==> config.mk <==
export PLATFORM = sky130hd
export DESIGN_NAME = mem_arbiter_flat
export DESIGN_NICKNAME = d
export VERILOG_FILES = /design/src/rtl/mem_arbiter_if.sv /design/src/rtl/mem_arbiter.sv /design/src/flat_wrapper.sv
export SDC_FILE = /design/constraint.sdc
export NUM_CORES = 1
export LEC_CHECK = 0
export CAP_MARGIN = 20
export CORE_AREA = 2 2 192 194
export DETAILED_ROUTE_END_ITERATION = 8
export DIE_AREA = 0 0 194 196
export PLACE_DENSITY_LB_ADDON = 0.08
export SYNTH_ARGS = -nofsm -noshare
export SYNTH_HDL_FRONTEND = slang
export SYNTH_SLANG_ARGS = --single-unit
==> constraint.sdc <==
create_clock -name clk -period 4 [get_ports clk]
set_input_delay 0.6 -clock clk [delete_from_list [all_inputs] [get_ports clk]]
set_output_delay 0.6 -clock clk [all_outputs]
set_load 0.1 [all_outputs]
==> src/rtl/mem_arbiter_if.sv <==
// mem_arbiter_if: groups the fetch port, the data port and the shared memory bus of the arbiter
interface mem_arbiter_if;
  logic        i_rd;
  logic [63:0] i_addr;
  logic [31:0] i_data;
  logic        i_busy;
  logic        d_rd;
  logic        d_wr;
  logic [63:0] d_addr;
  logic [63:0] d_wdata;
  logic [63:0] d_rdata;
  logic        d_busy;
  logic        err;
  logic        m_rd;
  logic        m_wr;
  logic [63:0] m_addr;
  logic [63:0] m_wdata;
  logic [63:0] m_rdata;
  logic        m_ack;

  modport slave (
    input  i_rd, i_addr, d_rd, d_wr, d_addr, d_wdata, m_rdata, m_ack,
    output i_data, i_busy, d_rdata, d_busy, err, m_rd, m_wr, m_addr, m_wdata
  );

  modport master (
    output i_rd, i_addr, d_rd, d_wr, d_addr, d_wdata, m_rdata, m_ack,
    input  i_data, i_busy, d_rdata, d_busy, err, m_rd, m_wr, m_addr, m_wdata
  );
endinterface

==> src/rtl/mem_arbiter.sv <==
// mem_arbiter: shares one memory bus between the fetch and data ports, data first, with a bus timeout
module mem_arbiter #(
  parameter int unsigned TIMEOUT = 255
) (
  input  logic          clk,
  input  logic          rst_n,
  mem_arbiter_if.slave  bus
);
  typedef enum logic [2:0] {IDLE, BUS_I, BUS_D, DONE_I, DONE_D} state_t;

  localparam logic [7:0] TO = 8'(TIMEOUT);

  state_t      state_q, state_d;
  logic [7:0]  cnt_q, cnt_d, cnt_inc;
  logic        m_rd_q, m_rd_d;
  logic        m_wr_q, m_wr_d;
  logic [63:0] m_addr_q, m_addr_d;
  logic [63:0] m_wdata_q, m_wdata_d;
  logic [31:0] i_data_q, i_data_d;
  logic [63:0] d_rdata_q, d_rdata_d;
  logic        err_q, err_d;

  assign cnt_inc = cnt_q + 8'd1;

  // arbitration, bus hold, completion capture and timeout abort
  always_comb begin
    state_d   = state_q;
    cnt_d     = cnt_q;
    m_rd_d    = m_rd_q;
    m_wr_d    = m_wr_q;
    m_addr_d  = m_addr_q;
    m_wdata_d = m_wdata_q;
    i_data_d  = i_data_q;
    d_rdata_d = d_rdata_q;
    err_d     = 1'b0;
    case (state_q)
      IDLE: begin
        if (bus.d_rd | bus.d_wr) begin
          state_d   = BUS_D;
          cnt_d     = '0;
          m_rd_d    = ~bus.d_wr;
          m_wr_d    = bus.d_wr;
          m_addr_d  = bus.d_addr;
          m_wdata_d = bus.d_wdata;
        end else if (bus.i_rd) begin
          state_d   = BUS_I;
          cnt_d     = '0;
          m_rd_d    = 1'b1;
          m_wr_d    = 1'b0;
          m_addr_d  = bus.i_addr;
          m_wdata_d = '0;
        end
      end
      BUS_I, BUS_D: begin
        if (bus.m_ack) begin
          state_d   = (state_q == BUS_I) ? DONE_I : DONE_D;
          m_rd_d    = 1'b0;
          m_wr_d    = 1'b0;
          i_data_d  = (state_q == BUS_I) ? bus.m_rdata[31:0] : i_data_q;
          d_rdata_d = (state_q == BUS_D && m_rd_q) ? bus.m_rdata : d_rdata_q;
        end else begin
          cnt_d = cnt_inc;
          if (cnt_inc == TO) begin
            state_d = (state_q == BUS_I) ? DONE_I : DONE_D;
            m_rd_d  = 1'b0;
            m_wr_d  = 1'b0;
            err_d   = 1'b1;
          end
        end
      end
      default: state_d = IDLE;
    endcase
  end

  // state and bus registers, cleared asynchronously so strobes drop the moment reset asserts
  always_ff @(posedge clk or negedge rst_n) begin
    if (!rst_n) begin
      state_q   <= IDLE;
      cnt_q     <= '0;
      m_rd_q    <= 1'b0;
      m_wr_q    <= 1'b0;
      m_addr_q  <= '0;
      m_wdata_q <= '0;
      i_data_q  <= '0;
      d_rdata_q <= '0;
      err_q     <= 1'b0;
    end else begin
      state_q   <= state_d;
      cnt_q     <= cnt_d;
      m_rd_q    <= m_rd_d;
      m_wr_q    <= m_wr_d;
      m_addr_q  <= m_addr_d;
      m_wdata_q <= m_wdata_d;
      i_data_q  <= i_data_d;
      d_rdata_q <= d_rdata_d;
      err_q     <= err_d;
    end
  end

  assign bus.m_rd    = m_rd_q;
  assign bus.m_wr    = m_wr_q;
  assign bus.m_addr  = m_addr_q;
  assign bus.m_wdata = m_wdata_q;
  assign bus.i_data  = i_data_q;
  assign bus.d_rdata = d_rdata_q;
  assign bus.err     = err_q;
  assign bus.i_busy  = bus.i_rd & (state_q != DONE_I);
  assign bus.d_busy  = (bus.d_rd | bus.d_wr) & (state_q != DONE_D);
endmodule

==> src/flat_wrapper.sv <==
// flat-port wrapper written by rule: the top's interface ports become plain ports
module mem_arbiter_flat 
#(
  parameter int unsigned TIMEOUT = 255
)
  (clk, rst_n, bus_i_rd, bus_i_addr, bus_d_rd, bus_d_wr, bus_d_addr, bus_d_wdata, bus_m_rdata, bus_m_ack, bus_i_data, bus_i_busy, bus_d_rdata, bus_d_busy, bus_err, bus_m_rd, bus_m_wr, bus_m_addr, bus_m_wdata);
  mem_arbiter_if bus_i ();
  input  logic clk;
  input  logic rst_n;
  input wire logic [$bits(bus_i.i_rd)-1:0] bus_i_rd;
  input wire logic [$bits(bus_i.i_addr)-1:0] bus_i_addr;
  input wire logic [$bits(bus_i.d_rd)-1:0] bus_d_rd;
  input wire logic [$bits(bus_i.d_wr)-1:0] bus_d_wr;
  input wire logic [$bits(bus_i.d_addr)-1:0] bus_d_addr;
  input wire logic [$bits(bus_i.d_wdata)-1:0] bus_d_wdata;
  input wire logic [$bits(bus_i.m_rdata)-1:0] bus_m_rdata;
  input wire logic [$bits(bus_i.m_ack)-1:0] bus_m_ack;
  output wire logic [$bits(bus_i.i_data)-1:0] bus_i_data;
  output wire logic [$bits(bus_i.i_busy)-1:0] bus_i_busy;
  output wire logic [$bits(bus_i.d_rdata)-1:0] bus_d_rdata;
  output wire logic [$bits(bus_i.d_busy)-1:0] bus_d_busy;
  output wire logic [$bits(bus_i.err)-1:0] bus_err;
  output wire logic [$bits(bus_i.m_rd)-1:0] bus_m_rd;
  output wire logic [$bits(bus_i.m_wr)-1:0] bus_m_wr;
  output wire logic [$bits(bus_i.m_addr)-1:0] bus_m_addr;
  output wire logic [$bits(bus_i.m_wdata)-1:0] bus_m_wdata;
  assign bus_i.i_rd = bus_i_rd;
  assign bus_i.i_addr = bus_i_addr;
  assign bus_i.d_rd = bus_d_rd;
  assign bus_i.d_wr = bus_d_wr;
  assign bus_i.d_addr = bus_d_addr;
  assign bus_i.d_wdata = bus_d_wdata;
  assign bus_i.m_rdata = bus_m_rdata;
  assign bus_i.m_ack = bus_m_ack;
  assign bus_i_data = bus_i.i_data;
  assign bus_i_busy = bus_i.i_busy;
  assign bus_d_rdata = bus_i.d_rdata;
  assign bus_d_busy = bus_i.d_busy;
  assign bus_err = bus_i.err;
  assign bus_m_rd = bus_i.m_rd;
  assign bus_m_wr = bus_i.m_wr;
  assign bus_m_addr = bus_i.m_addr;
  assign bus_m_wdata = bus_i.m_wdata;
  mem_arbiter #(.TIMEOUT(TIMEOUT)) u_core (.clk(clk), .rst_n(rst_n), .bus(bus_i));
endmodule
==> out/results.env, run 1 <==
RUN_STATUS='complete, no violations'
HOLD_WS_PS=129
DETAILEDPLACEMENTHPWL_MM=23.4
TOP_LEVEL_PORTS=491
START_UTIL_PCT=26.5
DRT_ITER0_DRC=226
CP.REQUIRED_PS=3400
MAXIMUM_CAPACITANCE_VIOLATIONS=0
CRITPATHMAXFANOUT=5
DETAILEDROUTE.FIRSTPASSITERATIONCOUNT=4
SETUP.WORST_PATH.START='u_core.bus.m_rd'
PERIOD_MINUS_SLACK_PS=2800
ARRIVAL_PS=2200
POSTSYNTHAREAPERCELL_SQ_UM=13.1
TIMING.REG2REG.SETUP_SLACK_PS=1820
FIN_CRIT_SH_PCT=69.9
DR_TOTAL_VIAS=7504
FINALMAXSLEWVIOLATIONS=0
FINAL_CORE_UTIL_PCT=44.2
DRC=0
WORST_R2R_PATH_CELLS=4
SYNTH_NETS=991
DESIGN.FINAL.NETS=1476
CTS-RESIZED-GATES=0
CRIT_PATH_END_KIND='primary output'
FINAL_CELL_COUNT_NO_FILL=1701
SYNTH_SEQUENTIAL_AREA_RATIO_PCT=62.3
CTS.SINKS=238
YOSYS_REGISTER_BITS=238
HOLD_CLASS='in -> async'
TIMING.CRITICAL_PATH.CELLS='clkdlybuf4s50_1'
WORST_SETUP_HOLD_PATH_CLK_SLEW_PS=60
UNREPAIRED_SETUP_ENDPOINTS_AFTER_GLOBAL_ROUTING='no'
CP_NUM_CELLS=1
AREA_GROWTH_PCT=66.8
FINAL-SETUP-VIOL-COUNT=0
WORST_CLOCK_SKEW_PS=6.82
MEAN_ROUTED_WIRELENGTH_PER_CELL_UM=19.0
PATH_CLASS='reg -> out'
GRT_PASS1_WL_MM=48.5
SYN_INST=727
DETAIL_ROUTE.WIRELENGTH_MM=32.2
TRITONCTS.NUM_BUFFERS=28
TIMING.SLEW.HEADROOM_PCT=25.9
PLACE.GP.CONGESTION=0.767
PATH_BUF_INV=1
TIGHTESTPINTRANSITION_PS=1110
DIE_WIDTH_UM=194
TIMING.RR.END='u_core.state_q[1]'
DRIVE_GT1_SHARE_PCT=13.0
DIE_AREA_SQ_UM=38000
CTS.PATH.MAX_BUFFERS=3
TIMING.FINAL.HOLD_VIOLATIONS=0
COUNT_OF_H_TREE_LEVELS_BUILT_DURING_CTS=1
VIA_DENSITY=4.41
SYN-CELL-AREA_SQ_UM=9560
STD_CELL_ROWS=70
PLACEMENT.IO_BUFFERS=490
GRT_MAX_DEGREE=129
PLACED_CELL_COUNT=1650
SETUP_TOTAL_NEGATIVE_SLACK_PS=0
GRT_PASS1_VIAS=7814
FMAX_GHz=0.358
POSTCTSSETUPREPAIRBUFS=0
GRT.OVERFLOW.TOTAL=0
CRIT-REG2REG-LAUNCH='u_core.state_q[0]'
ANT_NETS=0
FLOORPLAN.DIE.HEIGHT_UM=196
CRIT_PATH_MAX_INCR_DELAY_PS=1210
START_KIND='flop'
GRT_ANTENNA_BEFORE_REPAIR=1
TRITONCTS='yes'
COREAREA_SQ_UM=36100
MOSTFREQUENTLAYOUTCELL='sky130_fd_sc_hd__clkdlybuf4s50_1'
WORST_SETUP_PATH_ENDPOINT='bus_m_rd'
COMMONEST_CELLS_AFTER_ROUTING_FILL_AND_TAPS_ASIDE='487 x sky130_fd_sc_hd__clkdlybuf4s50_1, 238 x sky130_fd_sc_hd__dfrtp_1, 92 x sky130_fd_sc_hd__mux2_2, 75 x sky130_fd_sc_hd__nor2_1, 69 x sky130_fd_sc_hd__a21oi_1'
WORST_SKEW_PAIR.LATE_LATENCY_PS=540
CTS_ROOT_BUFFER='sky130_fd_sc_hd__clkbuf_16'
CP_TOP_FAMILY='buffers and inverters'
POST_CTS_HOLD_BUFFER_COUNT=0
SYNTH-WARNING-COUNT=0
SYNTH.DISTINCT_CELLS=41
SLOWEST_STAGE='sky130_fd_sc_hd__clkdlybuf4s50_1'
GLOBALROUTETOTALUTIL_PCT=16.3
==> worst register-to-register path, stage by stage (launching register included) <==
cell	delay [ps]
sky130_fd_sc_hd__dfrtp_1	700
sky130_fd_sc_hd__xor2_1	320
sky130_fd_sc_hd__nand2_1	330
sky130_fd_sc_hd__a21oi_2	340
sky130_fd_sc_hd__mux2_2	370
==> layout make-up <==
class | instances | area (sq um)
Antenna cell | 2 | 5.00
Clock buffer | 47 | 893
Clock inverter | 2 | 13.8
Fill cell | 3424 | 20100
Inverter | 3 | 11.3
Multi-Input combinational cell | 438 | 3410
Sequential cell | 238 | 5960
Tap cell | 468 | 586
Timing Repair Buffer | 503 | 5060
==> per-stage QoR <==
| step | setup WS (ps) | instance area, sq um |
|---|---|---|
| after floorplan | 302 | 9560 |
| after global placement | 1240 | 15000 |
| after detailed placement | 1200 | 15000 |
| after CTS | 1160 | 15900 |
| after global routing | 1120 | 15900 |
| final | 1200 | 15900 |
==> kinds of logic after synthesis <==
family	Yosys count	share of synthesized area, %
simple gates	114	5.46
xor+xnor	1	0.0917
mux	161	18.1
buf+inv	51	2.33
flops	238	62.3
compound gates	160	11.4
fa+ha+maj	2	0.262
==> cells in the mapped netlist, drive strengths merged <==
library cell,number,area share (%)
and2,1,0.065
and3,2,0.13
xor2,1,0.092
nand4b,1,0.092
nor4,5,0.55
dfrtp,238,62
mux2,97,11
a221o,1,0.10
nand3b,1,0.079
inv,3,0.12
o41ai,2,0.18
o31ai,2,0.16
nor2,76,3.0
and4,1,0.10
a22o,64,5.9
a31oi,1,0.065
nor3,6,0.31
nand4,2,0.20
a21oi,70,3.7
nand2,10,0.39
a2111oi,1,0.092
buf,27,1.4
o21ai,13,0.68
nand3,6,0.31
a221oi,1,0.16
o211ai,2,0.16
clkbuf,21,0.82
nand2b,1,0.065
a21o,2,0.17
ha,2,0.26
a21boi,1,0.079
mux2i,64,6.7
or4b,1,0.10
or3,1,0.065
==> layer usage <==
layer / share of wire [%] / global-route usage (%) / vias to the layer above
met2: 47 / 26.7 / 315
met4: 2.1 / 4.18 / 0
met1: 42 / 20.8 / 3546
met5: 0 / 0 / -
li1: - / - / 3602
met3: 8.5 / 5.31 / 41
==> worst min-delay path by stage <==
stage	start	to	slack, ps
6_report	rst_n	u_core.bus.d_rdata[53]	130
5_1_grt	rst_n	u_core.bus.d_rdata[53]	190
4_1_cts	rst_n	u_core.bus.d_rdata[53]	170
3_5_place_dp	u_core.bus.d_rdata[10]	u_core.bus.d_rdata[10]	470
3_3_place_gp	u_core.bus.d_rdata[39]	u_core.bus.d_rdata[39]	470
2_1_floorplan	rst_n	u_core.bus.d_rdata[0]	300
==> sequential cells by signal (all words and copies together) (netlist names) <==
| register | count |
|---|---|
| u_core.bus.d_rdata | 64 |
| u_core.bus.m_addr | 64 |
| u_core.bus.m_wdata | 64 |
| u_core.bus.i_data | 32 |
| u_core.cnt_q | 8 |
| u_core.state_q | 3 |
| u_core.bus.err | 1 |
| u_core.bus.m_rd | 1 |
| u_core.bus.m_wr | 1 |
Power of run 1 is left out: the tool's default activity adds up to more than one toggle a clock period on the data nets, which glitch-free logic cannot reach.
==> run 2: changes to the inputs <==
CORE_AREA = 2 2 194 196   (was 2 2 192 194)
DIE_AREA = 0 0 196 198   (was 0 0 194 196)
clock period = 2.6 ns   (was 4 ns; I/O delays follow)
==> run 2 against run 1 <==
Final cell count rose by 0.88%. Critical endpoint is now bus_d_busy. Highest routed layer is now met5. Routed wire length barely moved. Design area fell by 2.2%. Critical path depth rose by 2. Core utilization fell by 2.0 points. Worst hold slack improved by 320 ps. Setup slack got worse by 980 ps. Via count barely moved. First-iteration DRC count rose by 11%. Register-to-register slack got worse by 1300 ps.
==> out/results.env, run 2 (synthesis results as in run 1) <==
RUN_STATUS='complete, no violations'
TRITONCTS.NUM_BUFFERS=29  # +3.6%
CRIT-REG2REG-LAUNCH='u_core.state_q[1]'
CRITPATHMAXFANOUT=14  # +9
PATH_CLASS='reg -> out'
PERIOD_MINUS_SLACK_PS=2380
TIGHTESTPINTRANSITION_PS=662  # -445 ps
CRIT_PATH_END_KIND='primary output'
SETUP_TOTAL_NEGATIVE_SLACK_PS=0  # unchanged
ANT_NETS=0  # unchanged
GRT_PASS1_WL_MM=47.2  # -2.7%
FIN_CRIT_SH_PCT=91.5
GLOBALROUTETOTALUTIL_PCT=15.8  # -0.52 points
MOSTFREQUENTLAYOUTCELL='sky130_fd_sc_hd__clkdlybuf4s50_1'
WORST_CLOCK_SKEW_PS=11.0  # +4.15 ps
DIE_AREA_SQ_UM=38800  # +2.1%
MAXUSEDROUTINGLAYER='met5'
FMAX_GHz=0.420
GRT.OVERFLOW.TOTAL=0  # unchanged
CTS-RESIZED-GATES=0  # unchanged
FINAL-SETUP-VIOL-COUNT=0  # unchanged
WORST_HOLD_PATH.NUM_CELLS=2
PLACED_CELL_COUNT=1661  # +0.67%
START_KIND='flop'
COMMONEST_CELLS_AFTER_ROUTING_FILL_AND_TAPS_ASIDE='260 x sky130_fd_sc_hd__clkdlybuf4s50_1, 238 x sky130_fd_sc_hd__dfrtp_1, 233 x sky130_fd_sc_hd__buf_4, 92 x sky130_fd_sc_hd__mux2_2, 75 x sky130_fd_sc_hd__nor2_1'
MEAN_ROUTED_WIRELENGTH_PER_CELL_UM=18.8  # -0.97%
ARRIVAL_PS=1990  # -210 ps
TIMING.RR.END='u_core.cnt_q[3]'
GRT_PASS1_VIAS=7659  # -2.0%
TIMING.SLEW.HEADROOM_PCT=55.9  # +30 points
DETAILEDPLACEMENTHPWL_MM=23.8  # +1.7%
CTS_ROOT_BUFFER='sky130_fd_sc_hd__clkbuf_16'
DRT-MET1-WL_MM=13.2  # -2.9%
COUNT_OF_H_TREE_LEVELS_BUILT_DURING_CTS=1  # unchanged
DRIVE_GT1_SHARE_PCT=32.0  # +19 points
VIA_DENSITY=4.38  # -0.82%
HP-START='bus_d_wdata[29]'
MET2ROUTEDLENGTH_MM=15.5  # +1.8%
STD_CELL_ROWS=71  # +1.4%
TRITONCTS='yes'
AREA_GROWTH_PCT=63.0
CTS.PATH.MAX_BUFFERS=3  # unchanged
CTS.SINKS=238  # unchanged
HOLD_CLASS='in -> reg'
WORST_SETUP_HOLD_PATH_CLK_SLEW_PS=60  # about the same
UNREPAIRED_SETUP_ENDPOINTS_AFTER_GLOBAL_ROUTING='no'
DIE_WIDTH_UM=196  # +1.0%
GRT_MAX_DEGREE=73  # -43%
MAXIMUM_CAPACITANCE_VIOLATIONS=0  # unchanged
WORST_R2R_PATH_CELLS=7  # +3
START_UTIL_PCT=25.9  # -0.62 points
CP.REQUIRED_PS=2210  # -1190 ps
PLACEMENT.IO_BUFFERS=490  # unchanged
HOLD_END='u_core.bus.m_wdata[29]'
DESIGN_AREA_SQ_UM=15600  # -2.2%
FLOORPLAN.DIE.HEIGHT_UM=198  # +1.0%
TIMING.REG2REG.SETUP_SLACK_PS=570  # -1250 ps
TOP_LEVEL_PORTS=491  # unchanged
DRC=0  # unchanged
PLACE.GP.CONGESTION=0.734  # -4.4%
DETAILEDROUTE.FIRSTPASSITERATIONCOUNT=4  # unchanged
FINALMAXSLEWVIOLATIONS=0  # unchanged
GRT_ANTENNA_BEFORE_REPAIR=1  # unchanged
WORST_SKEW_PAIR.LATE_LATENCY_PS=540  # about the same
TIMING.FINAL.HOLD_VIOLATIONS=0  # unchanged
DETAILED_PLACE.AREA_SQ_UM=14600  # -2.7%
DR_TOTAL_VIAS=7508  # +0.053%
DETAIL_ROUTE.WIRELENGTH_MM=32.2  # about the same
DR_WL_MET3_MM=2.95  # +7.6%
FINAL_CELL_COUNT_NO_FILL=1716  # +0.88%
FINAL_CORE_UTIL_PCT=42.2  # -2.0 points
COREAREA_SQ_UM=37000  # +2.4%
DRT_ITER0_DRC=250  # +11%
DESIGN.FINAL.NETS=1483  # +0.47%
## run 2: cell count changes in the layout (fill, tap and decap cells not counted), sizes merged
cell | previous run | this run
buf | 16 | 248
bufinv | 0 | 2
clkbuf | 47 | 44
clkdlybuf4s50 | 487 | 260
clkinv | 2 | 4
clkinvlp | 0 | 1
diode | 2 | 1
dlygate4sd3 | 0 | 1
inv | 3 | 5
## run 2: layout make-up
class	instances	area, sq um
Fill cell	3521	21400
Timing Repair Buffer	509	4660
Clock buffer	44	842
Antenna cell	1	2.50
Inverter	3	11.3
Sequential cell	238	5960
Clock inverter	9	105
Tap cell	474	593
Multi-Input combinational cell	438	3420
## run 2: worst max-delay path by stage
| stage | startpoint | slack, ps | end | cells past startpoint |
|---|---|---|---|---|
| after CTS | u_core.state_q[0] | 220 | bus_d_busy | 3 |
| after global placement | bus_d_wr | 260 | u_core.cnt_q[7] | 7 |
| after floorplan | u_core.bus.m_rd | 350 | u_core.bus.d_rdata[3] | 4 |
| final | u_core.state_q[0] | 220 | bus_d_busy | 3 |
| after global routing | u_core.state_q[0] | 130 | bus_d_busy | 3 |
| after detailed placement | bus_d_wr | 330 | u_core.cnt_q[5] | 7 |
## run 2: routing by layer
layer | global-route usage (%) | vias to the layer above
met5 | 0 | -
met4 | 3.82 | 2
met1 | 19.8 | 3549
met2 | 26.2 | 304
met3 | 5.47 | 41
li1 | - | 3612
## run 2: metrics by stage
stage / worst slack (ps) / hold WS (ps)
final: 222 / 444
after global routing: 128 / 426
after floorplan: 350 / 94.4
after detailed placement: 329 / 429
after global placement: 261 / 432
after CTS: 219 / 410
## run 2: worst max-delay path, stage by stage, from the launching register on
cell,delay (ps)
sky130_fd_sc_hd__dfrtp_1,760
sky130_fd_sc_hd__nor2_1,230
sky130_fd_sc_hd__a21oi_2,250
sky130_fd_sc_hd__buf_12,210
## run 2: repair_timing
item,in CTS,in global routing
endpoints found under the hold margin,67,0
setup buffers,0,0
endpoints found under the setup margin,0,0
hold buffers,1,0
Power of run 2 is left out for the same reason.
==> run 3: changes to the inputs <==
GPL_TIMING_DRIVEN = 0   (was unset)
clock period = 2.59 ns   (was 2.6 ns; I/O delays follow)
==> run 3 against run 2 <==
Clock-buffer cell count fell by 3. Non-clock buffer count rose by 30. First-iteration DRC count rose by 7.6%. Worst hold slack got worse by 9.2 ps. Setup slack got worse by 150 ps. Design area rose by 3.2%. Final cell count rose by 1.6%. Via count rose by 3.2%. Largest cell class unchanged.
==> out/results.env, run 3 (synthesis results as in run 1) <==
PLACEMENT.IO_BUFFERS=490  # unchanged
WORST_R2R_PATH_CELLS=5  # -2
TIMING.REG2REG.SETUP_SLACK_PS=320  # -250 ps
DRIVE_GT1_SHARE_PCT=14.1  # -18 points
DETAIL_ROUTE.WIRELENGTH_MM=33.7  # +4.7%
CTS.SINKS=238  # unchanged
AREA_GROWTH_PCT=68.3
DETAILED_PLACE.AREA_SQ_UM=15100  # +3.5%
GRT_MAX_DEGREE=106  # +45%
HOLD_END='u_core.bus.m_wdata[60]'
VIA_DENSITY=4.44  # +1.6%
COMMONEST_CELLS_AFTER_ROUTING_FILL_AND_TAPS_ASIDE='484 x sky130_fd_sc_hd__clkdlybuf4s50_1, 238 x sky130_fd_sc_hd__dfrtp_1, 92 x sky130_fd_sc_hd__mux2_2, 75 x sky130_fd_sc_hd__nor2_1, 68 x sky130_fd_sc_hd__a21oi_1'
START_UTIL_PCT=25.9  # unchanged
FMAX_GHz=0.398
DRC=0  # unchanged
GRT_ANTENNA_BEFORE_REPAIR=4  # +3
CRITPATHMAXFANOUT=2  # -12
PERIOD_MINUS_SLACK_PS=2510
DIE_AREA_SQ_UM=38800  # unchanged
DESIGN_AREA_SQ_UM=16100  # +3.2%
CTS_ROOT_BUFFER='sky130_fd_sc_hd__clkbuf_16'
FINAL_CELL_COUNT_NO_FILL=1744  # +1.6%
COUNT_OF_H_TREE_LEVELS_BUILT_DURING_CTS=1  # unchanged
GRT.OVERFLOW.TOTAL=0  # unchanged
ANT_NETS=0  # unchanged
GLOBALROUTETOTALUTIL_PCT=16.8  # +0.95 points
DETAILEDPLACEMENTHPWL_MM=25.8  # +8.3%
UNREPAIRED_SETUP_ENDPOINTS_AFTER_GLOBAL_ROUTING='no'
CRIT-REG2REG-LAUNCH='u_core.state_q[0]'
WORST_SETUP_HOLD_PATH_CLK_SLEW_PS=60  # about the same
TIMING.FINAL.HOLD_VIOLATIONS=0  # unchanged
FINAL-SETUP-VIOL-COUNT=0  # unchanged
FINALMAXSLEWVIOLATIONS=0  # unchanged
STD_CELL_ROWS=71  # unchanged
MEAN_ROUTED_WIRELENGTH_PER_CELL_UM=19.3  # +3.0%
DR_TOTAL_VIAS=7751  # +3.2%
ARRIVAL_PS=2130  # +140 ps
FINAL_CORE_UTIL_PCT=43.5  # +1.4 points
RUN_STATUS='complete, no violations'
TRITONCTS.NUM_BUFFERS=28  # -3.4%
WORST_CLOCK_SKEW_PS=10.3  # -0.656 ps
MULTIINPUTGATEAREA_SQ_UM=3400  # -0.40%
TRITONCTS='yes'
START_KIND='flop'
DIE_WIDTH_UM=196  # unchanged
HOLD_CLASS='in -> reg'
PATH_CLASS='reg -> out'
FLOORPLAN.DIE.HEIGHT_UM=198  # unchanged
PATH_BUF_INV=1  # unchanged
FIN_CRIT_SH_PCT=97.1
PLACE.GP.CONGESTION=0.756  # +3.1%
AREA.SEQUENTIAL_SQ_UM=5960  # unchanged
CTS.PATH.MAX_BUFFERS=3  # unchanged
HP-START='bus_d_wdata[60]'
TIMING.SLEW.HEADROOM_PCT=25.0  # -31 points
GRT_PASS1_WL_MM=50.1  # +6.0%
MOSTFREQUENTLAYOUTCELL='sky130_fd_sc_hd__clkdlybuf4s50_1'
DESIGN.FINAL.NETS=1512  # +2.0%
SLOWEST_STAGE='sky130_fd_sc_hd__clkdlybuf4s50_1'
COREAREA_SQ_UM=37000  # unchanged
CP.REQUIRED_PS=2200  # about the same
GRT_PASS1_VIAS=8117  # +6.0%
TIGHTESTPINTRANSITION_PS=1120  # +462 ps
CRIT_PATH_MAX_INCR_DELAY_PS=1170  # +410 ps
TOP_LEVEL_PORTS=491  # unchanged
TIMING.CRITICAL_PATH.CELLS='clkdlybuf4s50_1'
WORST_HOLD_PATH.NUM_CELLS=2  # unchanged
WORST_SKEW_PAIR.LATE_LATENCY_PS=550  # about the same
DETAILEDROUTE.FIRSTPASSITERATIONCOUNT=4  # unchanged
PRECTSSETUPSLACK_PS=-1110  # -1440 ps
N_FILL_CELL=3464  # -1.6%
MAXIMUM_CAPACITANCE_VIOLATIONS=0  # unchanged
CRIT_PATH_END_KIND='primary output'
TIMING.RR.END='u_core.bus.m_addr[36]'
WORST_SLACK_PS=75.0  # -147 ps
PLACED_CELL_COUNT=1693  # +1.9%
DRT_ITER0_DRC=269  # +7.6%
CP_TOP_FAMILY='buffers and inverters'
POSTCTSSETUPREPAIRBUFS=0  # unchanged
-- run 3: cell type report --
type                    count  area share [%]
diodes                      3          0.0467
plain buffers              46            1.31
clock buffers              41            5.28
clock inverters             8           0.521
inverters                   3          0.0700
multi-input cells         438            21.2
flip-flops and latches    238            37.0
well taps                 474            3.69
repair buffers            493            30.9
-- run 3: what timing repair did --
| action | in CTS | in global routing |
|---|---|---|
| resized for setup | 18 | 2 |
| setup endpoints to repair | 4 | 3 |
| hold buffers | 1 | 0 |
| endpoints found under the hold margin | 104 | 0 |
-- run 3: stage by stage --
stage               setup TNS, ps  hold WS, ps
floorplan                       0         92.9
global placement         -2410880          472
detailed placement         -16140          485
CTS                             0          400
global route                    0          420
finish                          0          435
-- run 3: metal layers --
metal  track usage (%)  vias up  share of wire (%)
li1                  -     3675                  -
met1              20.4     3735                 41
met2              28.5      302                 48
met3              5.62       37                8.6
met4              4.10        2                2.0
met5                 0        -              0.039
-- run 3: worst max-delay path by stage --
stage / from / to / slack, ps / cells past startpoint
detailed placement: bus_d_wr / bus_d_busy / -1110 / 6
finish: u_core.bus.m_addr[20] / bus_m_addr[20] / 80 / 1
global route: u_core.bus.m_addr[20] / bus_m_addr[20] / 20 / 1
global placement: rst_n / u_core.bus.m_wdata[27] / -10040 / 1
CTS: u_core.bus.m_addr[24] / bus_m_addr[24] / 30 / 1
floorplan: u_core.bus.m_rd / u_core.bus.d_rdata[3] / 340 / 4
Power of run 3 is left out for the same reason.
